### src/rtl/fp16_accumulator.sv
// FP16 (binary16) group accumulator.
// Adds a stream of FP16 products into a running sum and returns one FP16
// result per group. A group ends at the element tagged i_in_last.
// Each element passes through align, add and normalise stages, one cycle each.
// While the last of these stages runs, the next element of the same group can
// already be accepted, which gives a steady rate of one element per 3 cycles.
module fp16_accumulator #(
   parameter int CNT_W = 16
) (
   input  logic             i_clk,
   input  logic             i_rst,
   input  logic             i_in_valid,
   output logic             o_in_ready,
   input  logic [15:0]      i_in_data,
   input  logic             i_in_last,
   output logic             o_out_valid,
   input  logic             i_out_ready,
   output logic [15:0]      o_out_data,
   output logic [CNT_W-1:0] o_out_count
);

   typedef enum logic [2:0] {
      S_IDLE,
      S_ALIGN,
      S_ADD,
      S_NORM,
      S_OUT
   } state_t;

   // Control and result state
   state_t           r_state;
   logic [15:0]      r_acc;
   logic [CNT_W-1:0] r_cnt;
   logic             r_nan;
   logic             r_inf;
   logic             r_inf_sign;
   logic             r_out_valid;
   logic [15:0]      r_out_data;
   logic [CNT_W-1:0] r_out_count;

   // Datapath pipeline registers
   logic [15:0]      r_op;
   logic             r_last;
   logic [13:0]      r_big;
   logic [13:0]      r_small;
   logic [4:0]       r_exp;
   logic             r_sign;
   logic             r_sub;
   logic [14:0]      r_sum;

   // Align-stage wires
   logic [4:0]       w_a_exp, w_b_exp, w_l_exp, w_s_exp, w_diff;
   logic [10:0]      w_a_man, w_b_man, w_l_man, w_s_man;
   logic             w_l_sign, w_s_sign;
   logic [13:0]      w_s_ext, w_lost, w_s_aln;
   logic             w_op_nan, w_op_inf, w_acc_nan, w_acc_inf;

   // Normalise-stage wires
   logic [13:0]      w_n_m;
   logic [5:0]       w_n_e, w_e_r;
   logic [4:0]       w_lz, w_max_sh, w_sh;
   logic             w_rnd;
   logic [11:0]      w_mant;
   logic [10:0]      w_mant_r;
   logic [15:0]      w_res, w_acc_next;

   logic [CNT_W-1:0] w_cnt_inc;
   logic             w_accept;

   // Number of leading zeros in a 14-bit significand (14 when all zero)
   function automatic logic [4:0] lz14(input logic [13:0] v);
      lz14 = 5'd14;
      for (int i = 0; i < 14; i++) begin
         if (v[i]) lz14 = 5'(13 - i);
      end
   endfunction

   // A new element is taken in idle, or during the final normalise cycle of a
   // non-last element so that the next align follows without a bubble.
   assign o_in_ready = ~i_rst & ((r_state == S_IDLE) | ((r_state == S_NORM) & ~r_last));
   assign w_accept   = i_in_valid & o_in_ready;
   assign w_cnt_inc  = (r_cnt == {CNT_W{1'b1}}) ? r_cnt : r_cnt + 1'b1;

   assign o_out_valid = r_out_valid;
   assign o_out_data  = r_out_data;
   assign o_out_count = r_out_count;

   assign w_op_nan  = (r_op[14:10] == 5'h1F) & (r_op[9:0] != 10'd0);
   assign w_op_inf  = (r_op[14:10] == 5'h1F) & (r_op[9:0] == 10'd0);
   assign w_acc_nan = (r_acc[14:10] == 5'h1F) & (r_acc[9:0] != 10'd0);
   assign w_acc_inf = (r_acc[14:10] == 5'h1F) & (r_acc[9:0] == 10'd0);

   // Align: unpack both addends, order by magnitude, shift the smaller one
   always_comb begin
      // NOTE: every combinational output gets a value on every path; a missed
      // branch would otherwise infer a latch.
      w_a_exp = (r_acc[14:10] == 5'd0) ? 5'd1 : r_acc[14:10];
      w_a_man = {r_acc[14:10] != 5'd0, r_acc[9:0]};
      w_b_exp = (r_op[14:10] == 5'd0) ? 5'd1 : r_op[14:10];
      w_b_man = {r_op[14:10] != 5'd0, r_op[9:0]};
      if (r_acc[14:0] >= r_op[14:0]) begin
         w_l_exp  = w_a_exp;
         w_l_man  = w_a_man;
         w_l_sign = r_acc[15];
         w_s_exp  = w_b_exp;
         w_s_man  = w_b_man;
         w_s_sign = r_op[15];
      end else begin
         w_l_exp  = w_b_exp;
         w_l_man  = w_b_man;
         w_l_sign = r_op[15];
         w_s_exp  = w_a_exp;
         w_s_man  = w_a_man;
         w_s_sign = r_acc[15];
      end
      w_diff  = w_l_exp - w_s_exp;
      w_s_ext = {w_s_man, 3'b000};
      w_lost  = w_s_ext & ~(14'h3FFF << w_diff);
      if (w_diff >= 5'd14) begin
         w_s_aln = {13'd0, |w_s_man};
      end else begin
         w_s_aln = (w_s_ext >> w_diff) | {13'd0, |w_lost};
      end
   end

   // Normalise and round the raw sum to nearest-even, then apply specials
   always_comb begin
      w_lz     = lz14(r_sum[13:0]);
      w_max_sh = r_exp - 5'd1;
      w_sh     = (w_lz < w_max_sh) ? w_lz : w_max_sh;
      if (r_sum[14]) begin
         w_n_m = r_sum[14:1] | {13'd0, r_sum[0]};
         w_n_e = {1'b0, r_exp} + 6'd1;
      end else begin
         w_n_m = r_sum[13:0] << w_sh;
         w_n_e = {1'b0, r_exp} - {1'b0, w_sh};
      end
      w_rnd  = w_n_m[2] & (w_n_m[3] | w_n_m[1] | w_n_m[0]);
      w_mant = {1'b0, w_n_m[13:3]} + {11'd0, w_rnd};
      if (w_mant[11]) begin
         w_mant_r = w_mant[11:1];
         w_e_r    = w_n_e + 6'd1;
      end else begin
         w_mant_r = w_mant[10:0];
         w_e_r    = w_n_e;
      end
      if (w_e_r >= 6'd31) begin
         w_res = {r_sign, 5'h1F, 10'd0};
      end else if (w_mant_r == 11'd0) begin
         // Exact zero is +0 unless both addends were -0 (same sign, negative)
         w_res = {r_sign & ~r_sub, 15'd0};
      end else begin
         // A result without the hidden bit can only sit at exp=1: subnormal
         w_res = {r_sign, (w_mant_r[10] ? w_e_r[4:0] : 5'd0), w_mant_r[9:0]};
      end
      if (r_nan) begin
         w_acc_next = 16'h7FFF;
      end else if (r_inf) begin
         w_acc_next = {r_inf_sign, 5'h1F, 10'd0};
      end else begin
         w_acc_next = w_res;
      end
   end

   // Control FSM, datapath stages and registered result outputs
   always_ff @(posedge i_clk) begin
      if (i_rst) begin
         // NOTE: only control and output state is reset; the pipeline
         // registers are always written before they are read.
         r_state     <= S_IDLE;
         r_acc       <= 16'h0000;
         r_cnt       <= '0;
         r_nan       <= 1'b0;
         r_inf       <= 1'b0;
         r_inf_sign  <= 1'b0;
         r_out_valid <= 1'b0;
         r_out_data  <= 16'h0000;
         r_out_count <= '0;
      end else begin
         case (r_state)
            S_IDLE: begin
               if (w_accept) begin
                  r_op    <= i_in_data;
                  r_last  <= i_in_last;
                  r_cnt   <= w_cnt_inc;
                  r_state <= S_ALIGN;
               end
            end
            S_ALIGN: begin
               r_big   <= {w_l_man, 3'b000};
               r_small <= w_s_aln;
               r_exp   <= w_l_exp;
               r_sign  <= w_l_sign;
               r_sub   <= w_l_sign ^ w_s_sign;
               if (w_op_nan | w_acc_nan | (w_op_inf & w_acc_inf & (r_op[15] != r_acc[15]))) begin
                  r_nan <= 1'b1;
               end
               if (w_op_inf) begin
                  r_inf      <= 1'b1;
                  r_inf_sign <= r_op[15];
               end else if (w_acc_inf) begin
                  r_inf      <= 1'b1;
                  r_inf_sign <= r_acc[15];
               end
               r_state <= S_ADD;
            end
            S_ADD: begin
               r_sum   <= r_sub ? ({1'b0, r_big} - {1'b0, r_small})
                                : ({1'b0, r_big} + {1'b0, r_small});
               r_state <= S_NORM;
            end
            S_NORM: begin
               r_acc <= w_acc_next;
               if (r_last) begin
                  r_out_valid <= 1'b1;
                  r_out_data  <= w_acc_next;
                  r_out_count <= r_cnt;
                  r_state     <= S_OUT;
               end else if (w_accept) begin
                  r_op    <= i_in_data;
                  r_last  <= i_in_last;
                  r_cnt   <= w_cnt_inc;
                  r_state <= S_ALIGN;
               end else begin
                  r_state <= S_IDLE;
               end
            end
            S_OUT: begin
               if (i_out_ready) begin
                  r_acc       <= 16'h0000;
                  r_cnt       <= '0;
                  r_nan       <= 1'b0;
                  r_inf       <= 1'b0;
                  r_inf_sign  <= 1'b0;
                  r_out_valid <= 1'b0;
                  r_state     <= S_IDLE;
               end
            end
            default: r_state <= S_IDLE;
         endcase
      end
   end

endmodule

### config.mk
export PLATFORM = sky130hd
export DESIGN_NAME = fp16_accumulator
export DESIGN_NICKNAME = d
export VERILOG_FILES = /design/src/rtl/fp16_accumulator.sv
export SDC_FILE = /design/constraint.sdc
export NUM_CORES = 1
export LEC_CHECK = 0
export CORE_MARGIN = 2
export CORE_UTILIZATION = 40
export DETAILED_ROUTE_END_ITERATION = 10
export HOLD_SLACK_MARGIN = 0.08
export PLACE_DENSITY_LB_ADDON = 0.3
export SKIP_LAST_GASP = 1
export SYNTH_ARGS = -nofsm -noshare
export SYNTH_HDL_FRONTEND = slang
export SYNTH_SLANG_ARGS = --single-unit
### constraint.sdc
create_clock -name i_clk -period 7.5 [get_ports i_clk]
set_clock_uncertainty 0.1 [all_clocks]
set_input_delay 1.5 -clock i_clk [delete_from_list [all_inputs] [get_ports i_clk]]
set_output_delay 1.5 -clock i_clk [all_outputs]
set_load 0.02 [all_outputs]
# After elaboration in Yosys (flattened, before gate mapping)
# Cells that the tools add are included.
# totals
regBits	135
inputBits	21
out_inout_bits	34
word_cells	162
# op_classes
add_sub_neg	9
magnitude_cmp	4
n_eq_ne	14
shift	3
mux	63
bitwise	24
n_reduce_logical	27
# op_table
operator	count
$mux W16	10
$mux W5	19
$pmux W16 S2	2
$pmux W16 S3	1
$mux W11	3
$or A14 B1 Y14	2
$logic_not A10 Y1	2
$reduce_bool A10 Y1	2
$reduce_and A3 Y1	6
$add A16 B1 Y16 const B	1
$eq A16 B16 Y1 const B	1
$add A14 B14 Y15	1
$ge A15 B15 Y1	1
$mux W15	1
$pmux W3 S5	1
$sub A14 B14 Y15	1
$and A14 B14 Y14	1
$mux W1	14
$mux W14	1
$not A14 Y14	1
$reduce_or A14 Y1	1
$shl A14 B5 Y14	1
$shl A14 B5 Y14 const A	1
$shr A14 B5 Y14	1
32 further kinds	69

# Depth between registers and ports, before layout
# Gate-level depths: netlist (run 1).
# logic_depth
ltp_word	29
ltp_mapped	28
ltp_nobuf	26

# Least setup slack after synthesis (run 1)
# OpenSTA, ideal clock, no wires.
# synth_path
path_kind	reg2reg
startpoint	register r_op[0]
endpoint	register r_small[0] (data pin)
setup_time_ns	0.268
arrival_ns	5.418
required_time_ns	7.132
slack_ns	1.714
stages_incl_launch_ff	24
path_buffers	2
synth_period_minus_slack_ns	5.786
path_cell_list	edfxtp_1 ha_1 nand2b_1 a21o_1 a21o_1 a21o_1 a21o_1 a2111oi_0 o211ai_1 nand2_1 clkbuf_1 clkbuf_1 mux2_2 fa_1 a21o_1 a21oi_1 xnor2_1 nor2_1 nand2_1 inv_1 o22ai_1 and3_1 a2111oi_0 a21oi_1
# synth_via
elab_chain_cells	9
word_cells_on_any_way	14
classes_between	add/sub: 1; order compare: 2; shift: 2; mux: 4; bitwise: 3; reduce/logical: 2
# synth_lines
element	line_no	rtl
from (decl)	42	logic [15:0] r_op;
from (signal assigned)	183	r_op <= i_in_data;
from (signal assigned)	220	r_op <= i_in_data;
$ge A15 B15 Y1 *	101	if (r_acc[14:0] >= r_op[14:0]) begin
$mux W5 *	101	
named net w_l_exp[1]	52	logic [4:0] w_a_exp, w_b_exp, w_l_exp, w_s_exp, w_diff;
$sub A5 B5 Y5 *	116	w_diff = w_l_exp - w_s_exp;
$shl A14 B5 Y14	118	w_lost = w_s_ext & ~(14'h3FFF << w_diff);
$not A14 Y14	118	
$and A14 B14 Y14	118	
$reduce_or A14 Y1	122	w_s_aln = (w_s_ext >> w_diff) | {13'd0, |w_lost};
$or A14 B1 Y14	122	
$mux W1 *	119	if (w_diff >= 5'd14) begin
named net w_s_aln[0]	55	logic [13:0] w_s_ext, w_lost, w_s_aln;
to (signal assigned)	191	r_small <= w_s_aln;
to (decl)	45	logic [13:0] r_small;
# Mark *: on every way through the listed nets, which the timed path passes. The rest lies on a longest branch.
# A chain may end at the register's enable or synchronous reset.

# Worst setup path in the final report (run 1)
# layout_path
startpoint	register r_sum[7]
endpoint	register r_out_data[3] (netlist: o_out_data[3])
# layout_via
elab_chain_cells	21
word_cells_on_any_way	27
classes_between	add/sub: 3; order compare: 2; shift: 1; mux: 16; bitwise: 4; reduce/logical: 1
# layout_lines
element	line_no	rtl
from (decl)	49	logic [14:0] r_sum;
from (signal assigned)	208	r_sum <= r_sub ? ({1'b0, r_big} - {1'b0, r_small})
parallel branches: the longest is 18 deep, another holds $lt A5 B5 Y1	-	
$mux W16 *	147	if (w_e_r >= 6'd31) begin
$mux W16 *	158	end else if (r_inf) begin
$mux W16 *	156	if (r_nan) begin
to (signal assigned)	216	r_out_data <= w_acc_next;
to (decl)	38	logic [15:0] r_out_data;
# Mark *: on every way between the ends.

==> results.ini, run 1 <==
[power]
power_leakage_nw = 4.235
p_int_mw = 1.487
ir_worst_vdd_uv = 152.5
power.switching_uw = 735.3
swShare = 0.3308
pwr-share-clk = 0.376
p_seq_frac = 0.383
pwr-share-comb = 0.241
p_per_area_nw_per_um2 = 204.5

[critical_path]
r2r_start = r_sum[7]$_DFFE_PP_
arrival_ns = 6.83
slowest_delay_ns = 0.87
endpoint_kind = flop
crit_end = o_out_data[3]$_SDFFE_PP0P_
worstPathCellList = or4_1, a21oi_1, nor2_1, ha_1, and3_1, nand2_1, a31oi_2, a21o_1, a21oi_1, nand2_1, a21oi_1, ha_1, a21o_1, a21oi_1, xnor2_1, nand2_1, or4b_2, nor4_2, o22ai_4, a31oi_1, a211oi_1
cp-startpoint = r_sum[7]$_DFFE_PP_
slowest_stage = a21oi_1
startpoint_type = flop
cp_max_fo = 23
r2r_cells = 21
critical_path_class = reg2reg
ff2ff_setup_slack_ns = 0.84
path_common_cell = a21oi_1
r2r_end = o_out_data[3]$_SDFFE_PP0P_
required_ns = 7.67

[yosys]
syn_area_um2 = 9534
syn_inst = 1058
ys_warn_count = 0
ys_ff_latch = 135
ys.flop_type = dfxtp_1
synth.distinct_cells = 90
synth_edf_count = 64
syn_area_per_cell_um2 = 9.011
async_reset_ff_frac = 0
yosysSeqAreaShare = 0.3507
syn_nets = 1136

[placement]
place_congestion = 0.9137
hpwl_mm = 18.01
io_buffer_count = 54

[clock_tree]
clock-sinks = 135
postCtsHoldBufs = 0
clkTransAtPathRegs_ns = 0.07
cts_root_buf = clkbuf_16
cts_buffers = 17
htreeDepth = 4
cts_setup_buffers = 0
cts_tree = built
clock_latency_ns = 0.42
clock_path_buffers = 2
cts-resized-gates = 0

[layout]
syn_to_final_growth_pct = 13.98
layout_commonest_cell = nand2_1
antenna-diode-count = 0
final_util = 0.4643
nets = 1169
final_cell_mix = 121 x nand2_1, 103 x nor2_1, 76 x a21oi_1
layout-drive-gt1-share = 0.1114

[detailed_routing]
num_vias = 8016
firstDrtPassIters = 5
initialDrtViolationCount = 614
avgViaCountPerCell = 5.633
drtAntennaViolNets = 0
drc_errors = 0
wl_mm = 24.12
wl_per_cell_um = 16.95

[floorplanning]
ios = 55
die_w_um = 158.4
die_area_um2 = 25090
die-height_um = 158.4
num_rows = 56
core_area_um2 = 23400
start_util = 0.4074

[sta]
rsz0062_at_grt = no
max_slew_margin = 0.2488
tightest_slew_ns = 1.123
setup_viol = 0
finalHoldViolCount = 0
slew_viol_final = 0
fmax_mhz = 150.2
timing.final.crit_share = 0.8879
setup_tns_ns = 0
layout_min_cycle_time_ns = 6.659

[grt]
grtUsageTotal = 0.1978
grt_pass1_wl_mm = 39.41
grt_start_max_net_pins = 57
grt_overflow_total = 0
grt_pass1_vias = 7545
antenna_found_initial = 0

[hold_path]
min_path_type = reg2reg

[job]
drv_cap = 0

[outcome]
outcome = completed

power groups by stage:
stage / logic (mW) / registers (mW) / clock network [mW]
global route: 0.590 / 0.855 / 0.876
finish: 0.536 / 0.851 / 0.836
floorplan: 0.417 / 0.848 / 0
CTS: 0.530 / 0.850 / 0.847
global placement: 0.527 / 0.865 / 0
detailed placement: 0.527 / 0.866 / 0
logic make-up (layout without fill, tap and decap cells):
logic type                 count (synthesis)  count (layout)  share of synthesized area
and+or+nand+nor                          367             367                     0.1832
AOI/OAI and AO/OA                        272             272                     0.2045
DFF                                      135             135                     0.3507
buffers and inverters                    109             155                    0.05144
muxes                                     73              73                    0.09016
adders and majority gates                 57              57                    0.07717
xor gates and xnor gates                  45              45                    0.04292
worst min-delay path by stage:
stage / start / to / slack, ns / depth (start not counted)
floorplan: r_inf_sign$_SDFFE_PP0P_ / r_inf_sign$_SDFFE_PP0P_ / 0.33 / 2
global placement: r_inf_sign$_SDFFE_PP0P_ / r_inf_sign$_SDFFE_PP0P_ / 0.34 / 2
detailed placement: o_out_count[5]$_SDFFE_PP0P_ / o_out_count[5]$_SDFFE_PP0P_ / 0.35 / 2
CTS: o_out_count[5]$_SDFFE_PP0P_ / o_out_count[5]$_SDFFE_PP0P_ / 0.36 / 2
global route: o_out_count[7]$_SDFFE_PP0P_ / o_out_count[7]$_SDFFE_PP0P_ / 0.37 / 2
finish: o_out_count[7]$_SDFFE_PP0P_ / o_out_count[7]$_SDFFE_PP0P_ / 0.36 / 2
sequential cells by signal (all words and copies together), names as in the netlist, 3 cells and up:
| signal | count |
|---|---|
| o_out_count | 16 |
| o_out_data | 16 |
| r_acc | 16 |
| r_big | 11 |
| r_cnt | 16 |
| r_exp | 5 |
| r_op | 16 |
| r_small | 14 |
| r_state | 3 |
| r_sum | 15 |
through the flow:
step / setup slack [ns] / cells / hold WS, ns / area [um^2] / power, mW
floorplan: 1.714 / 1058 / 0.3321 / 9534 / 1.264
global placement: 1.052 / 1391 / 0.3401 / 10280 / 1.392
detailed placement: 0.9584 / 1391 / 0.3488 / 10280 / 1.393
CTS: 0.9151 / 1423 / 0.3582 / 10870 / 2.227
global route: 0.1669 / 1423 / 0.3725 / 10870 / 2.320
finish: 0.8410 / 1423 / 0.3568 / 10870 / 2.223
critical path, delay by kind of cell (launching register included):
| kind | cells | cell delay (ns) |
|---|---|---|
| AO/OA/AOI/OAI | 10 | 2.92 |
| XOR/XNOR | 1 | 0.21 |
| flip-flops | 1 | 0.49 |
| adder cells (fa/ha/maj) | 2 | 0.60 |
| AND/OR/NAND/NOR | 8 | 2.20 |
synth_stat cells, drive strengths merged (12+ instances only):
library cell	instances	area share
nor2	105	0.041
clkbuf	31	0.012
mux2	23	0.027
nand3	26	0.014
a21o	26	0.021
a31oi	12	0.0098
edfxtp	64	0.20
xnor2	29	0.027
nor3	35	0.020
a21oi	83	0.047
buf	18	0.016
o21ai	40	0.022
a211oi	27	0.027
dfxtp	71	0.15
xor2	16	0.015
nand2	122	0.048
ha	54	0.071
inv	58	0.023
mux2i	42	0.044
layer usage:
layer,track usage,vias up,part of all wire
met3,0.02858,36,0.044
met2,0.3300,230,0.47
met5,0,-,0
li1,-,3960,-
met1,0.2671,3790,0.46
met4,0.05792,0,0.022
cell type report:
class	count	area [um^2]
Sequential cell	135	3343
Fill cell	2321	12540
Tap cell	319	399.1
Timing Repair Buffer	63	603.1
Clock buffer	17	425.4
Inverter	60	225.2
Clock inverter	15	158.9
Multi-Input combinational cell	814	5712
No activity file was read; power rests on OpenSTA's default activity.
==> inputs of run 2 (changes only) <==
GPL_ROUTABILITY_DRIVEN = 0   (was not set)
==> results.ini, run 2 (synthesis gave the netlist of run 1 again) <==
[sta]
whs_ns = 0.3539  ; was 0.3568 ns
fmax_mhz = 149.5  ; was 150.2 MHz
slew_viol_final = 0  ; unchanged
rsz0062_at_grt = no  ; unchanged
setup_tns_ns = 0  ; unchanged
layout_min_cycle_time_ns = 6.687  ; was 6.659 ns
max_slew_margin = 0.3371  ; was 0.2488
fin_ws_ns = 0.8132  ; was 0.8410 ns
timing.final.crit_share = 0.8916  ; was 0.8879
finalHoldViolCount = 0  ; unchanged
setup_viol = 0  ; unchanged
tightest_slew_ns = 0.9943  ; was 1.123 ns

[power]
total_power_mw = 2.228  ; was 2.223 mW
p_per_area_nw_per_um2 = 204.8  ; was 204.5 nW/um^2
ir_worst_vdd_uv = 168.0  ; was 152.5 uV
power_leakage_nw = 4.246  ; was 4.235 nW

[layout]
layout-drive-gt1-share = 0.1114  ; unchanged
fillers = 2269  ; was 2321
syn_to_final_growth_pct = 14.07  ; was 13.98%
final_cell_mix = 121 x nand2_1, 103 x nor2_1, 76 x a21oi_1  ; unchanged
nets = 1169  ; unchanged
antenna-diode-count = 0  ; unchanged
layout_commonest_cell = nand2_1  ; unchanged
final_util = 0.4647  ; was 0.4643

[critical_path]
arrival_ns = 6.88  ; was 6.83 ns
crit_buf_inv = 0  ; unchanged
critical_path_class = reg2reg  ; unchanged
path_common_cell = a21o_1  ; was a21oi_1
required_ns = 7.69  ; was 7.67 ns
crit_family = simple AND/OR/NAND/NOR gates  ; was compound AO/OA/AOI/OAI gates
slowest_stage = or4b_2  ; was a21oi_1
cp_max_fo = 23  ; unchanged
startpoint_type = flop  ; unchanged
worstPathCellList = or4_1, a21oi_1, nor2_1, ha_1, and3_1, nor2b_1, a21o_1, a21o_1, nand2_1, xnor2_1, nor2_1, ha_1, a21o_1, a21oi_1, xnor2_1, nand2_1, or4b_2, nor4_2, o22ai_4, a31oi_1, o21ai_0  ; was or4_1, a21oi_1, nor2_1, ha_1, and3_1, nand2_1, a31oi_2, a21o_1, a21oi_1, nand2_1, a21oi_1, ha_1, a21o_1, a21oi_1, xnor2_1, nand2_1, or4b_2, nor4_2, o22ai_4, a31oi_1, a211oi_1
slowest_delay_ns = 0.63  ; was 0.87 ns
endpoint_kind = flop  ; unchanged

[clock_tree]
cts-resized-gates = 0  ; unchanged
clock_path_buffers = 2  ; unchanged
cts_buffers = 17  ; unchanged
clock_latency_ns = 0.43  ; was 0.42 ns
htreeDepth = 4  ; unchanged
cts_setup_buffers = 0  ; unchanged
postCtsHoldBufs = 0  ; unchanged
clock-sinks = 135  ; unchanged
cts_tree = built  ; unchanged
cts_root_buf = clkbuf_16  ; unchanged
clkTransAtPathRegs_ns = 0.06  ; was 0.07 ns

[floorplanning]
die_w_um = 158.4  ; unchanged
core_area_um2 = 23400  ; unchanged
ios = 55  ; unchanged
die_area_um2 = 25090  ; unchanged
start_util = 0.4074  ; unchanged
die-height_um = 158.4  ; unchanged
num_rows = 56  ; unchanged

[detailed_routing]
firstDrtPassIters = 7  ; was 5
initialDrtViolationCount = 678  ; was 614
drc_errors = 0  ; unchanged
avgViaCountPerCell = 5.637  ; was 5.633
wl_mm = 23.75  ; was 24.12 mm
drtAntennaViolNets = 0  ; unchanged
wl_per_cell_um = 16.69  ; was 16.95 um
num_vias = 8021  ; was 8016

[placement]
hpwl_mm = 17.71  ; was 18.01 mm
pre_cts_slack_ns = 0.8949  ; was 0.9584 ns
io_buffer_count = 54  ; unchanged

[grt]
grt_pass1_wl_mm = 39.01  ; was 39.41 mm
grt_pass1_vias = 7648  ; was 7545
grtUsageTotal = 0.1948  ; was 0.1978
antenna_found_initial = 0  ; unchanged
grt_start_max_net_pins = 57  ; unchanged
grt_overflow_total = 0  ; unchanged

[hold_path]
min_path_type = reg2reg  ; unchanged

[job]
drv_cap = 0  ; unchanged

[outcome]
outcome = completed  ; unchanged

==> run 2: tightest hold or removal path, stage by stage, from the launching register on <==
cell	delay [ns]
dfxtp_1	0.31
nand2_1	0.05
a21oi_1	0.05
==> run 2: where the power goes <==
part           internal (mW)  switching, mW
Clock                  0.481          0.358
Sequential             0.810         0.0414
Combinational          0.206          0.331
Total                   1.50          0.730
==> run 2: cell type report <==
cell class	count	area (um^2)	area share
clock buffer	18	439.2	0.04038
clock inverter	14	153.9	0.01415
sequential	135	3343	0.3074
multi-input combinational	814	5712	0.5252
timing repair buffer	63	603.1	0.05545
tap	319	399.1	0.03670
inverter	60	225.2	0.02071
==> run 2: metrics by stage <==
step / area, um^2 / instances
final: 10880 / 1423
after global routing: 10880 / 1423
after CTS: 10880 / 1423
after detailed placement: 10280 / 1391
after global placement: 10280 / 1391
after floorplan: 9534 / 1058
==> run 2: worst paths after layout <==
path	from	to	slack, ns	cells after the start
setup / recovery	r_sum[7]$_DFFE_PP_	r_acc[3]$_SDFFE_PP0P_	0.81	21
hold reg to reg	o_out_count[5]$_SDFFE_PP0P_	o_out_count[5]$_SDFFE_PP0P_	0.35	2
setup reg to reg	r_sum[7]$_DFFE_PP_	r_acc[3]$_SDFFE_PP0P_	0.81	21
hold / removal	o_out_count[5]$_SDFFE_PP0P_	o_out_count[5]$_SDFFE_PP0P_	0.35	2
==> run 2: metal layers <==
metal,up-vias,GRT usage,part of all wire
li1,3948,-,-
met1,3760,0.2594,0.46
met2,256,0.3137,0.46
met3,57,0.03048,0.048
met4,0,0.08623,0.033
met5,-,0,0
==> inputs of run 3 (changes only) <==
CORE_UTILIZATION = 60   (was 40)
==> results.ini, run 3 (synthesis gave the netlist of run 1 again) <==
[outcome]
outcome = completed  ; unchanged

[sta]
layout_min_cycle_time_ns = 6.736  ; was 6.687 ns
whs_ns = 0.3519  ; was 0.3539 ns
setup_tns_ns = 0  ; unchanged
slew_viol_final = 0  ; unchanged
fmax_mhz = 148.4  ; was 149.5 MHz
rsz0062_at_grt = no  ; unchanged
max_slew_margin = 0.3334  ; was 0.3371
setup_viol = 0  ; unchanged
tightest_slew_ns = 0.9965  ; was 0.9943 ns
finalHoldViolCount = 0  ; unchanged
timing.final.crit_share = 0.8982  ; was 0.8916

[power]
total_power_mw = 2.169  ; was 2.228 mW
power_leakage_nw = 4.221  ; was 4.246 nW
ir_worst_vdd_uv = 147.0  ; was 168.0 uV
p_per_area_nw_per_um2 = 202.7  ; was 204.8 nW/um^2

[critical_path]
slowest_stage = or4b_2  ; unchanged
crit_family = simple AND/OR/NAND/NOR gates  ; unchanged
endpoint_kind = flop  ; unchanged
required_ns = 7.67  ; was 7.69 ns
slowest_delay_ns = 0.64  ; was 0.63 ns
critical_path_class = reg2reg  ; unchanged
path_common_cell = a21o_1  ; unchanged
cp_max_fo = 23  ; unchanged
worstPathCellList = or4_1, a21oi_1, nor2_1, ha_1, and3_1, nor2b_1, a21o_1, a21o_1, nand2_1, xnor2_1, nor2_1, ha_1, a21o_1, a21oi_1, xnor2_1, nand2_1, or4b_2, nor4_2, o22ai_4, a31oi_1, a211oi_1  ; was or4_1, a21oi_1, nor2_1, ha_1, and3_1, nor2b_1, a21o_1, a21o_1, nand2_1, xnor2_1, nor2_1, ha_1, a21o_1, a21oi_1, xnor2_1, nand2_1, or4b_2, nor4_2, o22ai_4, a31oi_1, o21ai_0
arrival_ns = 6.91  ; was 6.88 ns
startpoint_type = flop  ; unchanged
crit_buf_inv = 0  ; unchanged

[grt]
grt_start_max_net_pins = 57  ; unchanged
grt_pass1_wl_mm = 38.30  ; was 39.01 mm
grt_overflow_total = 0  ; unchanged
antenna_found_initial = 0  ; unchanged
grt_pass1_vias = 7660  ; was 7648
grtUsageTotal = 0.2855  ; was 0.1948

[detailed_routing]
wl_mm = 23.51  ; was 23.75 mm
drtAntennaViolNets = 0  ; unchanged
firstDrtPassIters = 6  ; was 7
avgViaCountPerCell = 6.284  ; was 5.637
num_vias = 8282  ; was 8021
wl_per_cell_um = 17.84  ; was 16.69 um
drc_errors = 0  ; unchanged
initialDrtViolationCount = 1066  ; was 678

[layout]
multi_input_area_um2 = 5712  ; unchanged
final_cells = 1318  ; was 1423
antenna-diode-count = 0  ; unchanged
syn_to_final_growth_pct = 12.22  ; was 14.07%
layout-drive-gt1-share = 0.1098  ; was 0.1114
nets = 1168  ; was 1169
regArea_um2 = 3343  ; unchanged
layout_commonest_cell = nand2_1  ; unchanged
fillers = 1217  ; was 2269
final_cell_mix = 121 x nand2_1, 103 x nor2_1, 76 x a21oi_1  ; unchanged

[placement]
place_inst = 1287  ; was 1391
hpwl_mm = 17.10  ; was 17.71 mm
io_buffer_count = 54  ; unchanged

[clock_tree]
clock_latency_ns = 0.42  ; was 0.43 ns
postCtsHoldBufs = 0  ; unchanged
clkTransAtPathRegs_ns = 0.06  ; about the same
cts_setup_buffers = 0  ; unchanged
clock-sinks = 135  ; unchanged
clock_path_buffers = 2  ; unchanged
cts_buffers = 17  ; unchanged
cts_tree = built  ; unchanged
htreeDepth = 4  ; unchanged
cts-resized-gates = 0  ; unchanged
cts_root_buf = clkbuf_16  ; unchanged

[floorplanning]
die-height_um = 130.1  ; was 158.4 um
core_area_um2 = 15710  ; was 23400 um^2
die_area_um2 = 16910  ; was 25090 um^2
die_w_um = 130.1  ; was 158.4 um
num_rows = 46  ; was 56
ios = 55  ; unchanged
start_util = 0.6068  ; was 0.4074

[hold_path]
min_path_type = reg2reg  ; unchanged

[job]
drv_cap = 0  ; unchanged

-- run 3: worst register-to-register path, stage by stage (launching register included) --
cell,delay [ns]
edfxtp_1,0.47
or4_1,0.61
a21oi_1,0.17
nor2_1,0.09
ha_1,0.32
and3_1,0.22
nor2b_1,0.43
a21o_1,0.39
a21o_1,0.61
nand2_1,0.18
xnor2_1,0.22
nor2_1,0.06
ha_1,0.35
a21o_1,0.19
a21oi_1,0.18
xnor2_1,0.18
nand2_1,0.10
or4b_2,0.64
nor4_2,0.33
o22ai_4,0.29
a31oi_1,0.34
a211oi_1,0.11
-- run 3: power by group --
part / internal (mW) / switching, mW / leakage [nW]
Combinational: 0.205 / 0.333 / 2.78
Sequential: 0.811 / 0.0421 / 1.16
Clock: 0.453 / 0.325 / 0.277
-- run 3: routing by layer --
layer / track usage / up-vias / wire [um] / part of all wire
met2: 0.4512 / 370 / 10860 / 0.46
li1: - / 3954 / - / -
met5: 0 / - / 0 / 0
met1: 0.3890 / 3884 / 10280 / 0.44
met4: 0.1189 / 0 / 785 / 0.033
met3: 0.05166 / 74 / 1590 / 0.068
-- run 3: final cells by class --
cell class                      count  share of cell area
Tap cell                          216             0.02526
Sequential cell                   135              0.3125
Timing Repair Buffer               62             0.05567
Clock buffer                       19             0.04339
Inverter                           60             0.02105
Multi-Input combinational cell    814              0.5339
Clock inverter                     12            0.008303
-- run 3: through the flow --
| step | instance area, um^2 | worst slack, ns | util |
|---|---|---|---|
| after floorplan | 9534 | 1.714 | - |
| after detailed placement | 10150 | 0.9132 | 0.6457 |
| after CTS | 10700 | 0.8520 | 0.6809 |
| after global routing | 10700 | 0.2919 | 0.6809 |
| final | 10700 | 0.7636 | 0.6809 |
| after global placement | 10150 | 1.158 | 0.6457 |
-- run 3: final timing paths --
| kind | from | endpoint | slack, ns | depth (start not counted) |
|---|---|---|---|---|
| max | r_sum[7]$_DFFE_PP_ | o_out_data[3]$_SDFFE_PP0P_ | 0.76 | 21 |
| min reg2reg | o_out_count[6]$_SDFFE_PP0P_ | o_out_count[6]$_SDFFE_PP0P_ | 0.35 | 2 |
| max reg2reg | r_sum[7]$_DFFE_PP_ | o_out_data[3]$_SDFFE_PP0P_ | 0.76 | 21 |
| min | o_out_count[6]$_SDFFE_PP0P_ | o_out_count[6]$_SDFFE_PP0P_ | 0.35 | 2 |
